$ cat src/rtl/exp3_fluxo_dados_pkg.sv
// Shared constants for the experiment-3 datapath: default widths, ROM image
// and the terminal address of the counter.
package exp3_defs;

    localparam int ADDR_W_DEF = 4;
    localparam int DATA_W_DEF = 4;

    localparam logic [3:0] TERMINAL_COUNT = 4'd15;

    // Entry i sits at slice [i]; listed from address 15 down to address 0.
    localparam logic [15:0][3:0] ROM_CONTENT = {
        4'b0100, 4'b0001, 4'b1000, 4'b1000,
        4'b0100, 4'b0100, 4'b0010, 4'b0010,
        4'b0001, 4'b0001, 4'b0010, 4'b0100,
        4'b1000, 4'b0100, 4'b0010, 4'b0001
    };

endpackage

$ cat src/rtl/exp3_fluxo_dados_if.sv
// Command/status bundle between the experiment-3 control unit (master) and
// the datapath (slave), plus the debug taps.
interface exp3_fluxo_dados_if #(
    parameter int ADDR_W = 4,
    parameter int DATA_W = 4
);
    logic              zeraC;
    logic              contaC;
    logic              zeraR;
    logic              registraR;
    logic [DATA_W-1:0] chaves;
    logic              fimC;
    logic              igual;
    logic              maior;
    logic              menor;
    logic              jogada_feita;
    logic [ADDR_W-1:0] db_contagem;
    logic [DATA_W-1:0] db_memoria;
    logic [DATA_W-1:0] db_chaves;

    modport master (
        output zeraC, contaC, zeraR, registraR, chaves,
        input  fimC, igual, maior, menor, jogada_feita,
        input  db_contagem, db_memoria, db_chaves
    );

    modport slave (
        input  zeraC, contaC, zeraR, registraR, chaves,
        output fimC, igual, maior, menor, jogada_feita,
        output db_contagem, db_memoria, db_chaves
    );
endinterface

$ cat src/rtl/exp3_rom_16x4.sv
// Fixed 16x4 table of expected plays, asynchronous read.
module exp3_rom_16x4
    import exp3_defs::*;
(
    input  logic [3:0] addr,
    output logic [3:0] data
);
    always_comb begin
        data = ROM_CONTENT[0];
        case (addr)
            4'd0:  data = ROM_CONTENT[0];
            4'd1:  data = ROM_CONTENT[1];
            4'd2:  data = ROM_CONTENT[2];
            4'd3:  data = ROM_CONTENT[3];
            4'd4:  data = ROM_CONTENT[4];
            4'd5:  data = ROM_CONTENT[5];
            4'd6:  data = ROM_CONTENT[6];
            4'd7:  data = ROM_CONTENT[7];
            4'd8:  data = ROM_CONTENT[8];
            4'd9:  data = ROM_CONTENT[9];
            4'd10: data = ROM_CONTENT[10];
            4'd11: data = ROM_CONTENT[11];
            4'd12: data = ROM_CONTENT[12];
            4'd13: data = ROM_CONTENT[13];
            4'd14: data = ROM_CONTENT[14];
            4'd15: data = ROM_CONTENT[15];
        endcase
    end
endmodule

$ cat src/rtl/exp3_fluxo_dados.sv
// Experiment-3 datapath: address counter, ROM, switch register, magnitude
// comparator and switch-activity edge detector.
module exp3_fluxo_dados
    import exp3_defs::*;
#(
    parameter int ADDR_W = ADDR_W_DEF,
    parameter int DATA_W = DATA_W_DEF
) (
    input  logic                 clock,
    input  logic                 reset,
    exp3_fluxo_dados_if.slave    bus
);
    logic [ADDR_W-1:0] contagem;
    logic [DATA_W-1:0] registro;
    logic [DATA_W-1:0] memoria;
    logic              chaves_hist;
    logic              chaves_ativas;

    always_ff @(posedge clock or negedge reset) begin
        if (!reset)           contagem <= '0;
        else if (bus.zeraC)   contagem <= '0;
        else if (bus.contaC)  contagem <= contagem + 1'b1;
    end

    always_ff @(posedge clock or negedge reset) begin
        if (!reset)              registro <= '0;
        else if (bus.zeraR)      registro <= '0;
        else if (bus.registraR)  registro <= bus.chaves;
    end

    // Remembers whether any switch was up last cycle, so only the first
    // cycle of activity after an all-zero period raises jogada_feita.
    assign chaves_ativas = |bus.chaves;

    always_ff @(posedge clock or negedge reset) begin
        if (!reset) chaves_hist <= 1'b0;
        else        chaves_hist <= chaves_ativas;
    end

    exp3_rom_16x4 u_rom (
        .addr (contagem),
        .data (memoria)
    );

    assign bus.fimC         = (contagem == TERMINAL_COUNT);
    assign bus.igual        = (registro == memoria);
    assign bus.maior        = (registro >  memoria);
    assign bus.menor        = (registro <  memoria);
    assign bus.jogada_feita = chaves_ativas & ~chaves_hist;
    assign bus.db_contagem  = contagem;
    assign bus.db_memoria   = memoria;
    assign bus.db_chaves    = registro;
endmodule
$ cat src/flat_wrapper.sv
// flat-port wrapper written by rule: the top's interface ports become plain ports
module exp3_fluxo_dados_flat import exp3_defs::*;
#(
    parameter int ADDR_W = ADDR_W_DEF,
    parameter int DATA_W = DATA_W_DEF
)
  (clock, reset, bus_zeraC, bus_contaC, bus_zeraR, bus_registraR, bus_chaves, bus_fimC, bus_igual, bus_maior, bus_menor, bus_jogada_feita, bus_db_contagem, bus_db_memoria, bus_db_chaves);
  exp3_fluxo_dados_if #(.ADDR_W(ADDR_W), .DATA_W(DATA_W)) bus_i ();
  input  logic clock;
  input  logic reset;
  input wire logic [$bits(bus_i.zeraC)-1:0] bus_zeraC;
  input wire logic [$bits(bus_i.contaC)-1:0] bus_contaC;
  input wire logic [$bits(bus_i.zeraR)-1:0] bus_zeraR;
  input wire logic [$bits(bus_i.registraR)-1:0] bus_registraR;
  input wire logic [$bits(bus_i.chaves)-1:0] bus_chaves;
  output wire logic [$bits(bus_i.fimC)-1:0] bus_fimC;
  output wire logic [$bits(bus_i.igual)-1:0] bus_igual;
  output wire logic [$bits(bus_i.maior)-1:0] bus_maior;
  output wire logic [$bits(bus_i.menor)-1:0] bus_menor;
  output wire logic [$bits(bus_i.jogada_feita)-1:0] bus_jogada_feita;
  output wire logic [$bits(bus_i.db_contagem)-1:0] bus_db_contagem;
  output wire logic [$bits(bus_i.db_memoria)-1:0] bus_db_memoria;
  output wire logic [$bits(bus_i.db_chaves)-1:0] bus_db_chaves;
  assign bus_i.zeraC = bus_zeraC;
  assign bus_i.contaC = bus_contaC;
  assign bus_i.zeraR = bus_zeraR;
  assign bus_i.registraR = bus_registraR;
  assign bus_i.chaves = bus_chaves;
  assign bus_fimC = bus_i.fimC;
  assign bus_igual = bus_i.igual;
  assign bus_maior = bus_i.maior;
  assign bus_menor = bus_i.menor;
  assign bus_jogada_feita = bus_i.jogada_feita;
  assign bus_db_contagem = bus_i.db_contagem;
  assign bus_db_memoria = bus_i.db_memoria;
  assign bus_db_chaves = bus_i.db_chaves;
  exp3_fluxo_dados #(.ADDR_W(ADDR_W), .DATA_W(DATA_W)) u_core (.clock(clock), .reset(reset), .bus(bus_i));
endmodule
$ cat config.mk
export PLATFORM = sky130hd
export DESIGN_NAME = exp3_fluxo_dados_flat
export DESIGN_NICKNAME = d
export VERILOG_FILES = /design/src/rtl/exp3_fluxo_dados_pkg.sv /design/src/rtl/exp3_fluxo_dados_if.sv /design/src/rtl/exp3_rom_16x4.sv /design/src/rtl/exp3_fluxo_dados.sv /design/src/flat_wrapper.sv
export SDC_FILE = /design/constraint.sdc
export NUM_CORES = 1
export LEC_CHECK = 0
export ABC_AREA = 1
export CORE_MARGIN = 4
export CORE_UTILIZATION = 40
export CTS_CLUSTER_DIAMETER = 40
export CTS_CLUSTER_SIZE = 20
export DETAILED_ROUTE_END_ITERATION = 8
export DONT_BUFFER_PORTS = 1
export GPL_TIMING_DRIVEN = 0
export HOLD_SLACK_MARGIN = 0.1
export PLACE_DENSITY = 0.5
export SLEW_MARGIN = 30
export SYNTH_ARGS = -nofsm -noshare
export SYNTH_HDL_FRONTEND = slang
export SYNTH_SLANG_ARGS = --single-unit
$ cat constraint.sdc
create_clock -name clock -period 3.7 [get_ports clock]
set_input_delay 0.74 -clock clock [delete_from_list [all_inputs] [get_ports clock]]
set_output_delay 0.74 -clock clock [all_outputs]
set_load 0.03 [all_outputs]
; After elaboration in Yosys (flattened, before gate mapping)
; Memory sizes are Yosys's and may differ from the RTL's.
; Index checks and enable logic that the tools add are counted.
[op_classes]
order_cmp = 2
n_addsub = 1
mux = 4
n_reduce_logical = 3
n_eq_ne = 2
bitwise_logic = 2
[ops]
columns = cell, count
row1 = 4-bit two-way mux, 4
row2 = "4-bit by 1-bit adder with 4-bit output, second input constant", 1
row3 = 4-bit equality test, 1
row4 = "4-bit equality test, second input constant", 1
row5 = 4-bit > comparator, 1
row6 = 4-bit < comparator, 1
row7 = 2-bit nonzero test, 2
row8 = 4-bit OR reduction, 1
row9 = 1-bit bitwise AND, 1
row10 = 1-bit NOT, 1
[totals]
reg_bits = 9
input_bits = 10
output_inout_bits = 17
memories = 1
mem_bits_ro = 64
wordCells = 18
[mem_list]
columns = name, depth, width, rd, rd_clocked_by_memory_dff, wr, line
row1 = (no name shown), 16, 4, 1, 0, 0, exp3_rom_16x4.sv:10  ; case (addr)

; Depth between registers and ports, before layout
[logic_depth]
depth_word = 3
mapped_depth = 12
mapped_depth_nobuf = 12

; Modules after synthesis
; Synthesis repeated with hierarchy kept, for this count alone.
[hier_totals]
hier_cells = 90
hier_area_um2 = 619.3
[modules_own_cells]
columns = mod, n_inst, cells_each, area_each_um2, seq_area_each_um2
row1 = exp3_fluxo_dados, 1, 68, 528.0, 225.2
row2 = exp3_rom_16x4, 1, 22, 91.3, 0.0

; Least setup slack after synthesis
; No wires, ideal clock.
[synth_timing]
path_type = register -> output
startpoint = register u_core.contagem[1] (netlist: u_core.bus.db_contagem[1])
endpoint = output port bus_maior
path_stages_with_launch = 10
path_buffers = 0
setup_slack_ps = 77
arrival_ps = 2883
cell_sequence = dfrtp_1 -> ha_1 -> ha_1 -> inv_1 -> o21ai_0 -> inv_1 -> ha_1 -> nand2_1 -> nor2_1 -> a21oi_1
[synth_via]
elab_chain_len = 2
[synth_rtl]
columns = element, line
row1 = start: declaration, exp3_fluxo_dados.sv:13  ; logic [ADDR_W-1:0] contagem;
row2 = start signal: assignment, exp3_fluxo_dados.sv:22  ; else if (bus.contaC) contagem <= contagem + 1'b1;
row3 = memory 16 x 4 bit, -
row4 = via bus_db_memoria[3], flat_wrapper.sv:22  ; output wire logic [$bits(bus_i.db_memoria)-1:0] bus_db_memoria;
row5 = 4-bit > comparator, exp3_fluxo_dados.sv:47  ; assign bus.maior = (registro > memoria);
row6 = end: declaration, flat_wrapper.sv:18  ; output wire logic [$bits(bus_i.maior)-1:0] bus_maior;
; The timed path passes the listed nets, and every way through them passes these cells.

; Worst setup path in the final report
; Same ends and word-level chain as after synthesis.

==> impl_metrics.py <==
metrics = {
    "run_status": {
        "outcome": "completed",
    },
    "floorplanning": {
        "dieArea_um2": 2355,
        "die_h_um": 48.53,
        "die_w_um": 48.53,
        "core_um2": 1524,
        "rows": 14,
        "initial_core_util_pct": 43.10,
        "boundaryPins": 27,
    },
    "timing": {
        "hold_viol_final": 0,
        "slew_headroom_pct": 38.54,
        "setup_slack_ns": 0.2518,
        "worst_pin_slew_ns": 0.9149,
        "setup-violations-final": 0,
        "finalClockSkew_ns": 0.00004408,
        "min_period_over_period_pct": 93.19,
        "rsz0062_at_grt": "no",
        "min_period_ns": 3.448,
        "drv_slew": 0,
        "fmax_mhz": 290.0,
        "finalSetupTns_ns": 0,
    },
    "global_route": {
        "grt_start_max_net_pins": 10,
        "antenna_found_initial": 0,
        "overflow": 0,
        "gr-usage-all-layers_pct": 11.36,
        "grt_pass1_vias": 502,
        "grt_pass1_wl_um": 2125,
    },
    "cells_and_area": {
        "fin_nets": 114,
        "postLayoutCoreUtil_pct": 46.96,
        "drive_gt1_share_pct": 14.89,
        "diodes": 0,
        "syn_to_final_growth_pct": 8.952,
    },
    "setup_path": {
        "slowest_delay_ns": 0.55,
        "cpMostUsedCell": "ha_1",
        "cp_top_family": "compound AO/OA/AOI/OAI gates",
        "path_cells": "inv_1 > ha_1 > o21ai_0 > o21ai_1 > ha_1 > nand2_1 > nor2_2 > a21oi_2",
        "criticalPathCategory": "flop to output port",
        "critPathRequiredTime_ns": 2.96,
        "critical_path.slowest_cell": "o21ai_1",
        "cp_num_buf_inv": 1,
        "end_kind": "output port",
        "cp_max_fo": 6,
        "cp.arrival_ns": 2.71,
        "cp-start-kind": "flop",
    },
    "clock_tree": {
        "htreeDepth": 1,
        "ctsHoldBuffers": 0,
        "cts_tree": "done",
        "cts-resized-gates": 3,
        "clockBufferDepth": 2,
        "cts_inserted_buffers": 3,
        "root_buffer": "clkbuf_4",
        "post_cts_buffers": 0,
        "clk_pin_slew_worst_paths_ns": 0.06,
        "clkSinkCount": 9,
        "insertion_delay_ns": 0.25,
    },
    "synth": {
        "syn-num-nets": 109,
        "synth_area_leaders": "dfrtp_1 (34%), ha_1 (17%), inv_1 (10%), nand2_1 (10%), nor2_1 (5.1%)",
        "synth_simple_gate_area_share_pct": 22.86,
        "synth_seq_cells": 9,
        "synth_fa_ha_area_share_pct": 17.14,
        "synthCells": 90,
        "ys_warn_count": 0,
        "synth_top_area_share_pct": 34.29,
        "synth_area_per_cell_um2": 7.299,
        "synth_compound_area_share_pct": 12.57,
        "synthDistinctLibCells": 18,
        "synth_top_family_by_area": "simple AND/OR/NAND/NOR gates",
        "synthMuxAreaShare_pct": 0,
        "synth_top_cell_by_area": "dfrtp_1",
        "synthXorXnorAreaFrac_pct": 0,
        "ys_seq_area_share_pct": 34.29,
        "netlist_area_um2": 656.9,
    },
    "power": {
        "irDropWorstVdd_uv": 293.1,
        "p_per_area_nw_per_um2": 384.9,
        "p_leak_nw": 0.3557,
    },
    "drt": {
        "via_per_inst": 4.845,
        "drtPass1Iterations": 4,
        "num_vias": 533,
        "drc": 0,
        "drt_wl_total_um": 1286,
        "routedWlPerCell_um": 11.69,
        "drtAntennaViolNets": 0,
        "dr.first_iter.drc_count": 7,
    },
    "placement": {
        "dpl_worst_slack_ns": 0.1096,
        "gp_congestion": 0.7563,
        "hpwlAfterDp_um": 1072,
        "io_buffers": 0,
    },
    "min_path": {
        "hp-class": "primary input to asynchronous set/reset pin",
    },
    "run": {
        "maxCapViolCount": 0,
    },
}
## cell usage in the layout (no fill, tap or decap)
cell type,synthesis,final
o21ai_1,0,1
dfrtp_1,9,9
nor2_1,9,7
inv_2,3,3
clkbuf_4,0,3
a21oi_1,3,2
a211oi_1,2,2
nand2_1,18,18
or2_2,1,1
a31oi_1,1,1
o22ai_1,2,2
clkbuf_1,0,1
a21oi_2,1,2
nor3_1,1,1
o21ai_0,5,3
ha_1,9,9
inv_1,18,18
o21ai_2,0,1
nand3_1,5,5
and2_1,1,1
nor2_2,0,2
nand2_2,1,1
buf_4,1,1
## metal layers
metal	wire length, um	part of all wire, %	global-route usage [%]	up-vias
met5	0	0	0	-
met4	25	1.9	5.381	0
met3	135	10	6.442	4
met2	517	40	15.43	18
met1	607	47	14.29	219
li1	-	-	-	292
## cell usage after synthesis
library cell and number:
a211oi_1 2, or2_2 1, nor2_1 9, buf_4 1, a31oi_1 1, a21oi_2 1
nor3_1 1, a21oi_1 3, o22ai_1 2, nand2_2 1, nand2_1 18, inv_1 18
ha_1 9, o21ai_0 5, and2_1 1, nand3_1 5, inv_2 3, dfrtp_1 9
## path summary, 6_finish.rpt
path | startpoint | to | slack, ns | cells past startpoint
setup / recovery | u_core.bus.db_contagem[1]$_DFFE_PN0P_ | bus_maior | 0.25 | 8
hold / removal | reset | u_core.chaves_hist$_DFF_PN0_ | 0.17 | 0
setup reg to reg | u_core.bus.db_contagem[0]$_DFFE_PN0P_ | u_core.bus.db_contagem[2]$_DFFE_PN0P_ | 2.26 | 3
hold reg to reg | u_core.bus.db_chaves[3]$_DFFE_PN0P_ | u_core.bus.db_chaves[3]$_DFFE_PN0P_ | 0.72 | 2
max in group asynchronous | reset | u_core.bus.db_contagem[1]$_DFFE_PN0P_ | 3.46 | 0
min in group clock | bus_zeraC | u_core.bus.db_contagem[1]$_DFFE_PN0P_ | 0.55 | 1
## report_power, final
part           leakage [nW]  internal (mW)  total (mW)  switching [mW]
Sequential            0.115          0.104       0.120          0.0161
Clock                0.0150         0.0414      0.0740          0.0325
Combinational         0.225         0.0221      0.0819          0.0598
## final cells by class
cell class / count / area [um2]
plain buffers: 1 / 7.507
clock buffers: 4 / 26.28
fillers: 162 / 808.3
inverters: 21 / 78.83
multi-input cells: 59 / 357.8
flip-flops and latches: 9 / 225.2
well taps: 16 / 20.02
## per-stage QoR
step                      hold WS (ns)  cells  total power, mW  instance area (um2)
after detailed placement        0.4446    106           0.2012                676.9
final                           0.1734    110           0.2755                715.7
after global placement          0.4446    106           0.2005                676.9
after floorplan                 0.4444     90           0.1896                656.9
after global routing            0.1520    110           0.2966                715.7
after CTS                       0.1653    110           0.2788                713.2
## registers in the layout, indices dropped and copies added, names as in the netlist
signal and cells:
u_core.chaves_hist 1, u_core.bus.db_chaves 4, u_core.bus.db_contagem 4
## cell families after synthesis
| group | after synthesis |
|---|---|
| AOI/OAI and AO/OA | 14 |
| adders and majority gates | 9 |
| buffers and inverters | 22 |
| DFF | 9 |
| and+or+nand+nor | 36 |
Power figures use the tool's default switching activity.
